==> config.mk <==
export PLATFORM = sky130hd
export DESIGN_NAME = pad_bus_arbiter
export DESIGN_NICKNAME = d
export VERILOG_FILES = /design/src/rtl/pad_bus_arbiter.sv
export SDC_FILE = /design/constraint.sdc
export NUM_CORES = 1
export LEC_CHECK = 0
export ABC_AREA = 0
export BUFFER_PORTS_ARGS = -buffer_cell sky130_fd_sc_hd__buf_2
export CORE_ASPECT_RATIO = 0.7
export CORE_UTILIZATION = 50
export CTS_BUF_LIST = sky130_fd_sc_hd__clkbuf_4
export CTS_CLUSTER_SIZE = 16
export DETAILED_ROUTE_END_ITERATION = 10
export PLACE_DENSITY = 0.86
export SETUP_SLACK_MARGIN = 0.3
export SLEW_MARGIN = 5
export SYNTH_ARGS = -nofsm -noshare
export SYNTH_HDL_FRONTEND = slang
export SYNTH_SLANG_ARGS = --single-unit
export TNS_END_PERCENT = 50
==> constraint.sdc <==
create_clock -name clk -period 5 [get_ports clk]
set_clock_uncertainty 0.2 [all_clocks]
set_input_delay 0.25 -clock clk [delete_from_list [all_inputs] [get_ports clk]]
set_output_delay 0.25 -clock clk [all_outputs]
set_load 0.05 [all_outputs]
==> src/rtl/pad_bus_arbiter.sv <==
// pad_bus_arbiter: round-robin sharing of the serialized pad bus between the CPU (port 0) and DMA/debug (port 1).
// Optional feature ADDR_CACHE_EN: skip the address-high byte when it repeats the last one sent.
//
// state | meaning
// IDLE  | no owner; samples req (held off while an err pulse is out)
// AH    | address high byte on pads, lh=10
// AL    | address low byte on pads, lh=01
// DATA  | write byte (lh=11) or read slot (lh=00, din captured)
// DONE  | ack pulse to owner, owner released
module pad_bus_arbiter #(
   parameter int DATA_W  = 8,
   parameter int TIMEOUT = 255
) (
   input  logic                clk,
   input  logic                rst_n,
   input  logic [1:0]          req_i,
   input  logic [1:0]          we_i,
   input  logic [2*DATA_W-1:0] addr0_i,
   input  logic [2*DATA_W-1:0] addr1_i,
   input  logic [DATA_W-1:0]   wdata0_i,
   input  logic [DATA_W-1:0]   wdata1_i,
   output logic [1:0]          ack_o,
   output logic [1:0]          err_o,
   output logic [DATA_W-1:0]   rdata_o,
   output logic [1:0]          gnt_o,
   output logic [DATA_W-1:0]   dout_pad_o,
   output logic [1:0]          lh_o,
   input  logic [DATA_W-1:0]   din_pad_i,
   input  logic                pad_rdy_i
);

   localparam int AW = 2*DATA_W;
   localparam int WD_W = (TIMEOUT > 0) ? $clog2(TIMEOUT+1) : 1;
   localparam logic [WD_W-1:0] WD_LOAD = WD_W'(TIMEOUT);
   localparam logic [WD_W-1:0] WD_ONE  = WD_W'(1);

   typedef enum logic [2:0] {S_IDLE, S_AH, S_AL, S_DATA, S_DONE} state_e;

   state_e            state_q, state_d;
   logic [1:0]        gnt_q, gnt_d;
   logic [1:0]        err_q, err_d;
   logic              last_q, last_d;
   logic [DATA_W-1:0] rdata_q, rdata_d;
   logic [WD_W-1:0]   wd_q, wd_d;

   logic              win;
   logic              own;
   logic              own_we;
   logic [AW-1:0]     own_addr;
   logic [DATA_W-1:0] own_wdata;

   // Contention goes to the port after the last owner.
   assign win       = (&req_i) ? ~last_q : req_i[1];
   assign own       = gnt_q[1];
   assign own_we    = own ? we_i[1] : we_i[0];
   assign own_addr  = own ? addr1_i : addr0_i;
   assign own_wdata = own ? wdata1_i : wdata0_i;

`ifdef ADDR_CACHE_EN
   logic [DATA_W-1:0] cache_q, cache_d;
   logic              cache_vld_q, cache_vld_d;
   logic [AW-1:0]     win_addr;
   logic              cache_hit;

   assign win_addr  = win ? addr1_i : addr0_i;
   assign cache_hit = cache_vld_q && (win_addr[AW-1:DATA_W] == cache_q);
`endif

   always_ff @(posedge clk or negedge rst_n) begin
      if (!rst_n) begin
         state_q     <= S_IDLE;
         gnt_q       <= 2'b00;
         err_q       <= 2'b00;
         last_q      <= 1'b1;
         rdata_q     <= '0;
         wd_q        <= '0;
`ifdef ADDR_CACHE_EN
         cache_q     <= '0;
         cache_vld_q <= 1'b0;
`endif
      end else begin
         state_q     <= state_d;
         gnt_q       <= gnt_d;
         err_q       <= err_d;
         last_q      <= last_d;
         rdata_q     <= rdata_d;
         wd_q        <= wd_d;
`ifdef ADDR_CACHE_EN
         cache_q     <= cache_d;
         cache_vld_q <= cache_vld_d;
`endif
      end
   end

   always_comb begin
      state_d = state_q;
      gnt_d   = gnt_q;
      err_d   = 2'b00;
      last_d  = last_q;
      rdata_d = rdata_q;
      wd_d    = wd_q;
`ifdef ADDR_CACHE_EN
      cache_d     = cache_q;
      cache_vld_d = cache_vld_q;
`endif
      case (state_q)
         S_IDLE: begin
            // The aborted owner still holds req during its err cycle.
            if ((|req_i) && (err_q == 2'b00)) begin
               gnt_d   = win ? 2'b10 : 2'b01;
               wd_d    = WD_LOAD;
               state_d = S_AH;
`ifdef ADDR_CACHE_EN
               if (cache_hit) state_d = S_AL;
`endif
            end
         end
         S_AH, S_AL, S_DATA: begin
            if (pad_rdy_i) begin
               wd_d = WD_LOAD;
               if (state_q == S_AH) begin
                  state_d = S_AL;
`ifdef ADDR_CACHE_EN
                  cache_d     = own_addr[AW-1:DATA_W];
                  cache_vld_d = 1'b1;
`endif
               end else if (state_q == S_AL) begin
                  state_d = S_DATA;
               end else begin
                  state_d = S_DONE;
                  if (!own_we) rdata_d = din_pad_i;
               end
            end else if ((TIMEOUT != 0) && (wd_q == WD_ONE)) begin
               state_d = S_IDLE;
               err_d   = gnt_q;
               gnt_d   = 2'b00;
               last_d  = own;
               wd_d    = '0;
`ifdef ADDR_CACHE_EN
               cache_vld_d = 1'b0;
`endif
            end else begin
               wd_d = wd_q - WD_ONE;
            end
         end
         S_DONE: begin
            state_d = S_IDLE;
            gnt_d   = 2'b00;
            last_d  = own;
         end
         default: state_d = S_IDLE;
      endcase
   end

   always_comb begin
      dout_pad_o = '0;
      lh_o       = 2'b00;
      ack_o      = 2'b00;
      case (state_q)
         S_AH: begin
            dout_pad_o = own_addr[AW-1:DATA_W];
            lh_o       = 2'b10;
         end
         S_AL: begin
            dout_pad_o = own_addr[DATA_W-1:0];
            lh_o       = 2'b01;
         end
         S_DATA: begin
            if (own_we) begin
               dout_pad_o = own_wdata;
               lh_o       = 2'b11;
            end
         end
         S_DONE: ack_o = gnt_q;
         default: ;
      endcase
   end

   assign err_o   = err_q;
   assign gnt_o   = gnt_q;
   assign rdata_o = rdata_q;

endmodule
# Yosys cells after proc, flatten, opt, wreduce, memory -nomap -nowiden
# Cells that the tools add are included.
[op_classes]
add_sub_neg = 1
n_eq_ne = 9
n_mux = 30
n_bitwise = 4
reduce_logical = 14
[ops]
columns = ["op", "count"]
rows = [
  ["8-bit 2-to-1 mux", 5],
  ["8-bit one-hot mux with 3 select lines", 1],
  ["2-bit 2-to-1 mux", 9],
  ["16-bit 2-to-1 mux", 1],
  ["8-bit one-hot mux with 2 select lines", 1],
  ["3-bit 2-to-1 mux", 5],
  ["2-bit one-hot mux with 3 select lines", 2],
  ["8-bit by 1-bit equality test with 1-bit output, second input constant", 1],
  ["8-bit by 1-bit subtractor with 8-bit output, second input constant", 1],
  ["3-bit by 2-bit equality test with 1-bit output, second input constant", 2],
  ["2-bit inequality test, second input constant", 3],
  ["3-bit one-hot mux with 2 select lines", 1],
  ["2-bit AND reduction", 3],
  ["5-bit AND reduction", 1],
  ["1-bit 2-to-1 mux", 4],
  ["1-bit NOT", 4],
  ["4-bit AND reduction", 1],
  ["2-bit nonzero test", 2],
  ["3-bit by 1-bit equality test with 1-bit output, second input constant", 1],
  ["3-bit equality test, second input constant", 1],
  ["3-bit zero test", 1],
  ["3-bit inequality test, second input constant", 1],
  ["3-bit AND reduction", 1],
  ["3-bit nonzero test", 1],
  ["other kinds (5)", 5],
]
[word_totals]
register_bits = 24
inputBits = 63
output_inout_bits = 24

# Depth between registers and ports, before layout
# Gate-level depths: netlist of run 1.
[depth]
word_depth = 5
ltp_mapped = 7

# Worst setup path before layout of run 1
# Ideal clock, no wire load.
[synth_timing]
path_type = "register -> output"
startpoint = "reg gnt_q[0] (netlist: gnt_o[0])"
endpoint = "out ack_o[0]"
arrival_ps = 1862
required_ps = 4550
slack_ps = 2688
stages_incl_launch_ff = 3
path_buffers = 0
cell_sequence = "dfrtp_1 > inv_1 > nor3_1"
[synth_between]
elab_chain_len = 1
[synth_lines]
columns = ["element", "line_no", "rtl"]
rows = [
  ["start, declared", "40", "logic [1:0] gnt_q, gnt_d;"],
  ["start signal, assigned", "83", "gnt_q <= gnt_d;"],
  ["2-bit 2-to-1 mux", "159", "case (state_q)"],
  ["end, declared", "22", "output logic [1:0] ack_o,"],
]
# Every way passes these cells.

# Worst setup path in the final report of run 1
[layout_timing]
startpoint = "reg state_q[1]"
endpoint = "out dout_pad_o[2]"
[layout_between]
elab_chain_len = 2
[layout_lines]
columns = ["element", "line_no", "rtl"]
rows = [
  ["start, declared", "39", "state_e state_q, state_d;"],
  ["start signal, assigned", "82", "state_q <= state_d;"],
  ["3-bit by 2-bit equality test with 1-bit output / 3-bit by 1-bit equality test with 1-bit output (equally long branches)", "159", ""],
  ["8-bit one-hot mux with 3 select lines (*)", "159", ""],
  ["end, declared", "26", "output logic [DATA_W-1:0] dout_pad_o,"],
]
# Every way passes the cells marked *; elsewhere a longest branch is shown, timed or not.

==> results of run 1 <==
per-layer routing:
layer  share of wire [%]  GRT usage [%]  up-vias
met1                  45          41.09      795
met5                   0              0        -
met4                 1.5          7.667        0
li1                    -              -      813
met2                  47          41.35       72
met3                 6.3          4.908        6
state kept, by name, summed over array words and instances, names as in the netlist:
name     flops
rdata_o      8
wd_q         8
state_q      3
err_o        2
gnt_o        2
last_q       1
stage by stage:
| stage | worst slack, ns | std cells |
|---|---|---|
| 3_5_place_dp | 2.315 | 274 |
| 2_1_floorplan | 2.688 | 165 |
| 5_1_grt | 1.607 | 287 |
| 4_1_cts | 1.925 | 287 |
| 3_3_place_gp | 2.286 | 274 |
| 6_report | 1.849 | 287 |
worst min-delay path by stage:
stage / slack, ns / to / cells past startpoint / start
6_report: 0.06 / state_q[1] / 3 / pad_rdy_i
5_1_grt: 0.08 / state_q[1] / 3 / pad_rdy_i
4_1_cts: 0.06 / state_q[1] / 3 / pad_rdy_i
3_5_place_dp: 0.06 / rdata_o[6] / 1 / rst_n
3_3_place_gp: 0.05 / rdata_o[7] / 1 / rst_n
2_1_floorplan: -0.25 / err_o[0] / 0 / rst_n
Yosys cell counts (all sizes together), types with 6 or more instances:
master	number
a21oi	8
a221o	8
a22oi	17
and3	6
buf	10
dfrtp	23
mux2	9
nand2	9
nor2	11
o21ai	6
o22ai	8
worst max-delay path: stages (launching register included):
cell and delay [ns]:
dfrtp_1 0.55, nor2b_1 0.88, a22oi_1 0.22, o22ai_1 0.31
a221o_1 0.15, buf_2 0.26
cells by family after synthesis:
family	synth area share (%)
AND/OR/NAND/NOR	17.97
buffers and inverters	6.707
flip-flops	37.09
adder cells (fa/ha/maj)	1.542
AO/OA/AOI/OAI	29.61
multiplexers	7.093
area by class of cell:
cell class              count  share of cell area (%)
clock buffers               3                   1.047
clock inverters             1                   1.396
inverters                   5                  0.8726
multi-input cells         123                   42.41
flip-flops and latches     24                   27.98
well taps                  36                   2.094
repair buffers             95                   24.20
timing repair:
action / 4_1_cts / 5_1_grt
endpoints found under the hold margin: 31 / 0
setup endpoints to repair: 0 / 0
gates resized for setup: 0 / 0
hold buffers: 9 / 0
power groups by stage:
| stage | Sequential (W) | Combinational, W | Clock (W) |
|---|---|---|---|
| global placement | 0.000329 | 0.000850 | 0 |
| CTS | 0.000331 | 0.000865 | 0.000143 |
| detailed placement | 0.000335 | 0.000859 | 0 |
| global route | 0.000345 | 0.000938 | 0.000151 |
| floorplan | 0.000428 | 0.000615 | 0 |
| finish | 0.000336 | 0.000873 | 0.000142 |
==> impl_metrics.toml, run 1 <==
[yosys]
async_flop_share_pct = 100.0
synth_area_sq_um = 1623
synth_top_area_share_pct = 35.47
ys_types = 50
yosysTopAreaCell = "dfrtp_1"
ys.flop_type = "dfrtp_1"
ys_ff_latch = 24
synth_edf_count = 0
syn_inst = 165
syn_area_per_cell_sq_um = 9.835
ys.warnings.count = 0
ys_seq_area_share_pct = 37.09
syn-num-nets = 230
ys_top_cells_by_area = "dfrtp_1, a22oi_1, mux2_2, a221o_1, o22ai_1"

[die]
die_area_sq_um = 3481
start_util_pct = 55.14
die_width_microns = 70.09
io_pins = 87
rows = 16
die_h_microns = 49.67
fp.coreArea_sq_um = 2943

[place]
place.gp.congestion = 0.8489
dp_hpwl_microns = 3405
place_area_sq_um = 2008
port_buffers = 86

[grt]
grt_pass1_wl_microns = 7479
overflow = 0
grt_pass1_vias = 1490
grt.total_usage_pct = 27.66
antenna_found_initial = 0
grt_max_degree = 25

[pwr]
combPwrFrac_pct = 64.6
p_sw_share_pct = 55.16
clock_power_share_pct = 10.5
finalPower_w = 0.001351
p_int_w = 0.0006058
power_frac_seq_pct = 24.9
switchingPower_w = 0.0007452
cellPowerDensity_nw_per_um2 = 628.1
leakagePower_nw = 1.048
ir_drop_uv = 266.3

[sta]
maxSlewHeadroom_pct = 29.43
slew_viol_final = 0
period_needed_ns = 3.151
worstMarginPinSlew_ns = 1.056
finalSetupViolCount = 0
setup-tns-final_ns = 0
max_freq_mhz = 317.4
rsz0062_at_grt = "false"
finalHoldViolations = 0
timing.final.crit_share_pct = 63.01
holdWs_ns = 0.05637

[routing]
detail_route.vias_per_cell = 5.875
routed_wl_microns = 4786
route.vias.total = 1686
initialDrtViolationCount = 109
firstDrtPassIters = 4
antenna_left = 0
drc = 0
wire_per_inst_microns = 16.68

[cts]
cts_max_level = 1
clk_latency_ns = 0.32
tritoncts = "done"
root_buffer = "clkbuf_4"
clk_pin_slew_ns = 0.14
cts_setup_buffers = 0
clkSinkCount = 24
clockBufferDepth = 2
cts_made_buffers = 3

[setup_path]
crit_end = "dout_pad_o[2]"
r2r_cells = 4
critPathRequiredTime_ns = 4.55
cp.arrival_ns = 2.70
crit_start = "state_q[1]"
r2r_start = "state_q[2]"
cp-end-kind = "output pin"
r2r_slack_ns = 2.89
cp_max_fo = 17
r2r-end = "rdata_o[6]"
cp-start-kind = "flop"
criticalPathCategory = "flop to output pin"

[final_layout]
final_cell_mix = "buf_2, dfrtp_1, a22oi_1"
postLayoutCoreUtil_pct = 73.09
final_common_cell = "buf_2"
seqCellArea_sq_um = 601.8
antenna_cells = 0
stdcell_area_sq_um = 2151
area_growth_pct = 32.54
layout.nets = 317
fillers = 232
multi_input_area_sq_um = 912.1
final_layout_size_suffix_gt1_share_pct = 44.62

[job]
maxCapViolations = 0

[outcome]
status = "complete, no violations"

[worst_hold_path]
hp-class = "primary input to flop"
Power figures use the tool's default switching activity.
==> run 2, diff against run 1 <==
Settings changed: CORE_UTILIZATION 50 to 42, PLACE_DENSITY 0.86 to 0.77.
Clock period 5 ns to 2.88 ns, I/O delays scaled along.
==> run 2 against run 1 <==
  * Hold slack got worse by 0.022 ns
  * Non-clock buffer count is 6 higher
  * Via count increased by 3.9%
  * Cell area up 4.5%
  * Largest power group unchanged
==> impl_metrics.toml, run 2 (synthesis results as in run 1) <==
[outcome]
status = "complete, no violations"

[job]
maxCapViolations = 0

[pwr]
p_int_w = 0.001123
combPwrFrac_pct = 66.0
switchingPower_w = 0.001320
cellPowerDensity_nw_per_um2 = 1087
leakagePower_nw = 1.089
clock_power_share_pct = 10.1
finalPower_w = 0.002443
power_frac_seq_pct = 23.9
ir_drop_uv = 544.6
p_sw_share_pct = 54.03

[setup_path]
r2r-end = "gnt_o[1]"
cp.arrival_ns = 2.10
r2r_slack_ns = 0.78
path_cells = "nor2b_4 -> buf_4 -> a22oi_1 -> o22ai_1 -> a221o_1 -> buf_2"
r2r_start = "wd_q[2]"
crit_path_top_delay_cell = "dfrtp_1"
cp-start-kind = "flop"
critPathRequiredTime_ns = 2.54
criticalPathCategory = "flop to output pin"
critPathMaxStageDelay_ns = 0.54
cp-end-kind = "output pin"
cp_max_fo = 12
r2r_cells = 4

[routing]
detail_route.vias_per_cell = 5.704
wire_per_inst_microns = 15.69
initialDrtViolationCount = 116
firstDrtPassIters = 4
antenna_left = 0
route.vias.total = 1751
drc = 0
routed_wl_microns = 4818

[grt]
grt_pass1_wl_microns = 6858
grt_pass1_vias = 1367
grt.total_usage_pct = 21.81
antenna_found_initial = 0
grt_max_degree = 25
overflow = 0

[cts]
clk_latency_ns = 0.32
cts_made_buffers = 3
root_buffer = "clkbuf_4"
cts_max_level = 1
clk_pin_slew_ns = 0.13
tritoncts = "done"
clockBufferDepth = 2
clkSinkCount = 24

[sta]
finalHoldViolations = 0
timing.final.crit_share_pct = 84.89
maxSlewHeadroom_pct = 58.35
worstMarginPinSlew_ns = 0.6182
setup-tns-final_ns = 0
period_needed_ns = 2.445
rsz0062_at_grt = "false"
max_freq_mhz = 409.0
finalSetupViolCount = 0
slew_viol_final = 0
holdWs_ns = 0.03407

[final_layout]
area_growth_pct = 38.47
final_cell_mix = "buf_2, dfrtp_1, a22oi_1"
layout.nets = 323
final_common_cell = "buf_2"
antenna_cells = 0
postLayoutCoreUtil_pct = 62.36
final_layout_size_suffix_gt1_share_pct = 47.08

[place]
port_buffers = 86
dp_hpwl_microns = 3454
place.gp.congestion = 0.7988

[die]
die_area_sq_um = 4120
rows = 18
io_pins = 87
fp.coreArea_sq_um = 3603
die_width_microns = 76.30
die_h_microns = 54.01
start_util_pct = 45.03

[worst_hold_path]
min_path_cells = 3
hp-class = "primary input to flop"
hp-start = "req_i[1]"
min_to = "gnt_o[1]"
## run 2: area by class of cell
cell class	count	area, sq um
repair buffers	101	580.6
clock inverters	1	30.03
well taps	50	62.56
flip-flops and latches	24	603.1
inverters	5	18.77
fillers	300	1356
clock buffers	3	22.52
multi-input cells	123	929.6
## run 2: routing by layer
metal / share of wire, % / global-route usage, % / up-vias
met3: 5.7 / 4.068 / 7
li1: - / - / 826
met2: 45 / 29.88 / 66
met5: 0 / 0 / -
met1: 48 / 33.89 / 852
met4: 1.1 / 6.410 / 0
## run 2: how the worst max path moves through the flow
stage	from	endpoint	slack (ns)	depth (start not counted)
after floorplan	gnt_o[0]	ack_o[0]	0.67	2
after global placement	state_q[1]	dout_pad_o[7]	0.27	5
after detailed placement	state_q[1]	dout_pad_o[7]	0.29	5
after CTS	state_q[2]	dout_pad_o[1]	0.36	5
after global routing	state_q[2]	dout_pad_o[3]	0.31	5
final	state_q[1]	dout_pad_o[1]	0.44	6
## run 2: stage by stage
step | instances | cell area, sq um | setup WS (ns)
3_3_place_gp | 288 | 2026 | 0.2674
2_1_floorplan | 165 | 1623 | 0.6736
5_1_grt | 307 | 2247 | 0.3095
4_1_cts | 302 | 2196 | 0.3565
3_5_place_dp | 288 | 2026 | 0.2937
6_report | 307 | 2247 | 0.4353
## run 2: worst max-delay path: cells and delay by family (launching register included)
family                 cells  cell delay (ns)
buffers and inverters      2             0.38
AOI/OAI and AO/OA          3             0.64
and+or+nand+nor            1             0.21
DFF                        1             0.54
## run 2: what timing repair did
action / CTS / global route
buffers inserted: 0 / 5
endpoints found under the hold margin: 33 / 0
setup endpoints to repair: 8 / 8
resized for setup: 5 / 1
hold buffers: 10 / 0
## run 2: power groups by stage
stage	combinational (W)	sequential, W	clock, W
floorplan	0.00107	0.000743	0
global placement	0.00149	0.000571	0
detailed placement	0.00149	0.000578	0
CTS	0.00152	0.000579	0.000252
global route	0.00171	0.000608	0.000266
finish	0.00161	0.000583	0.000247
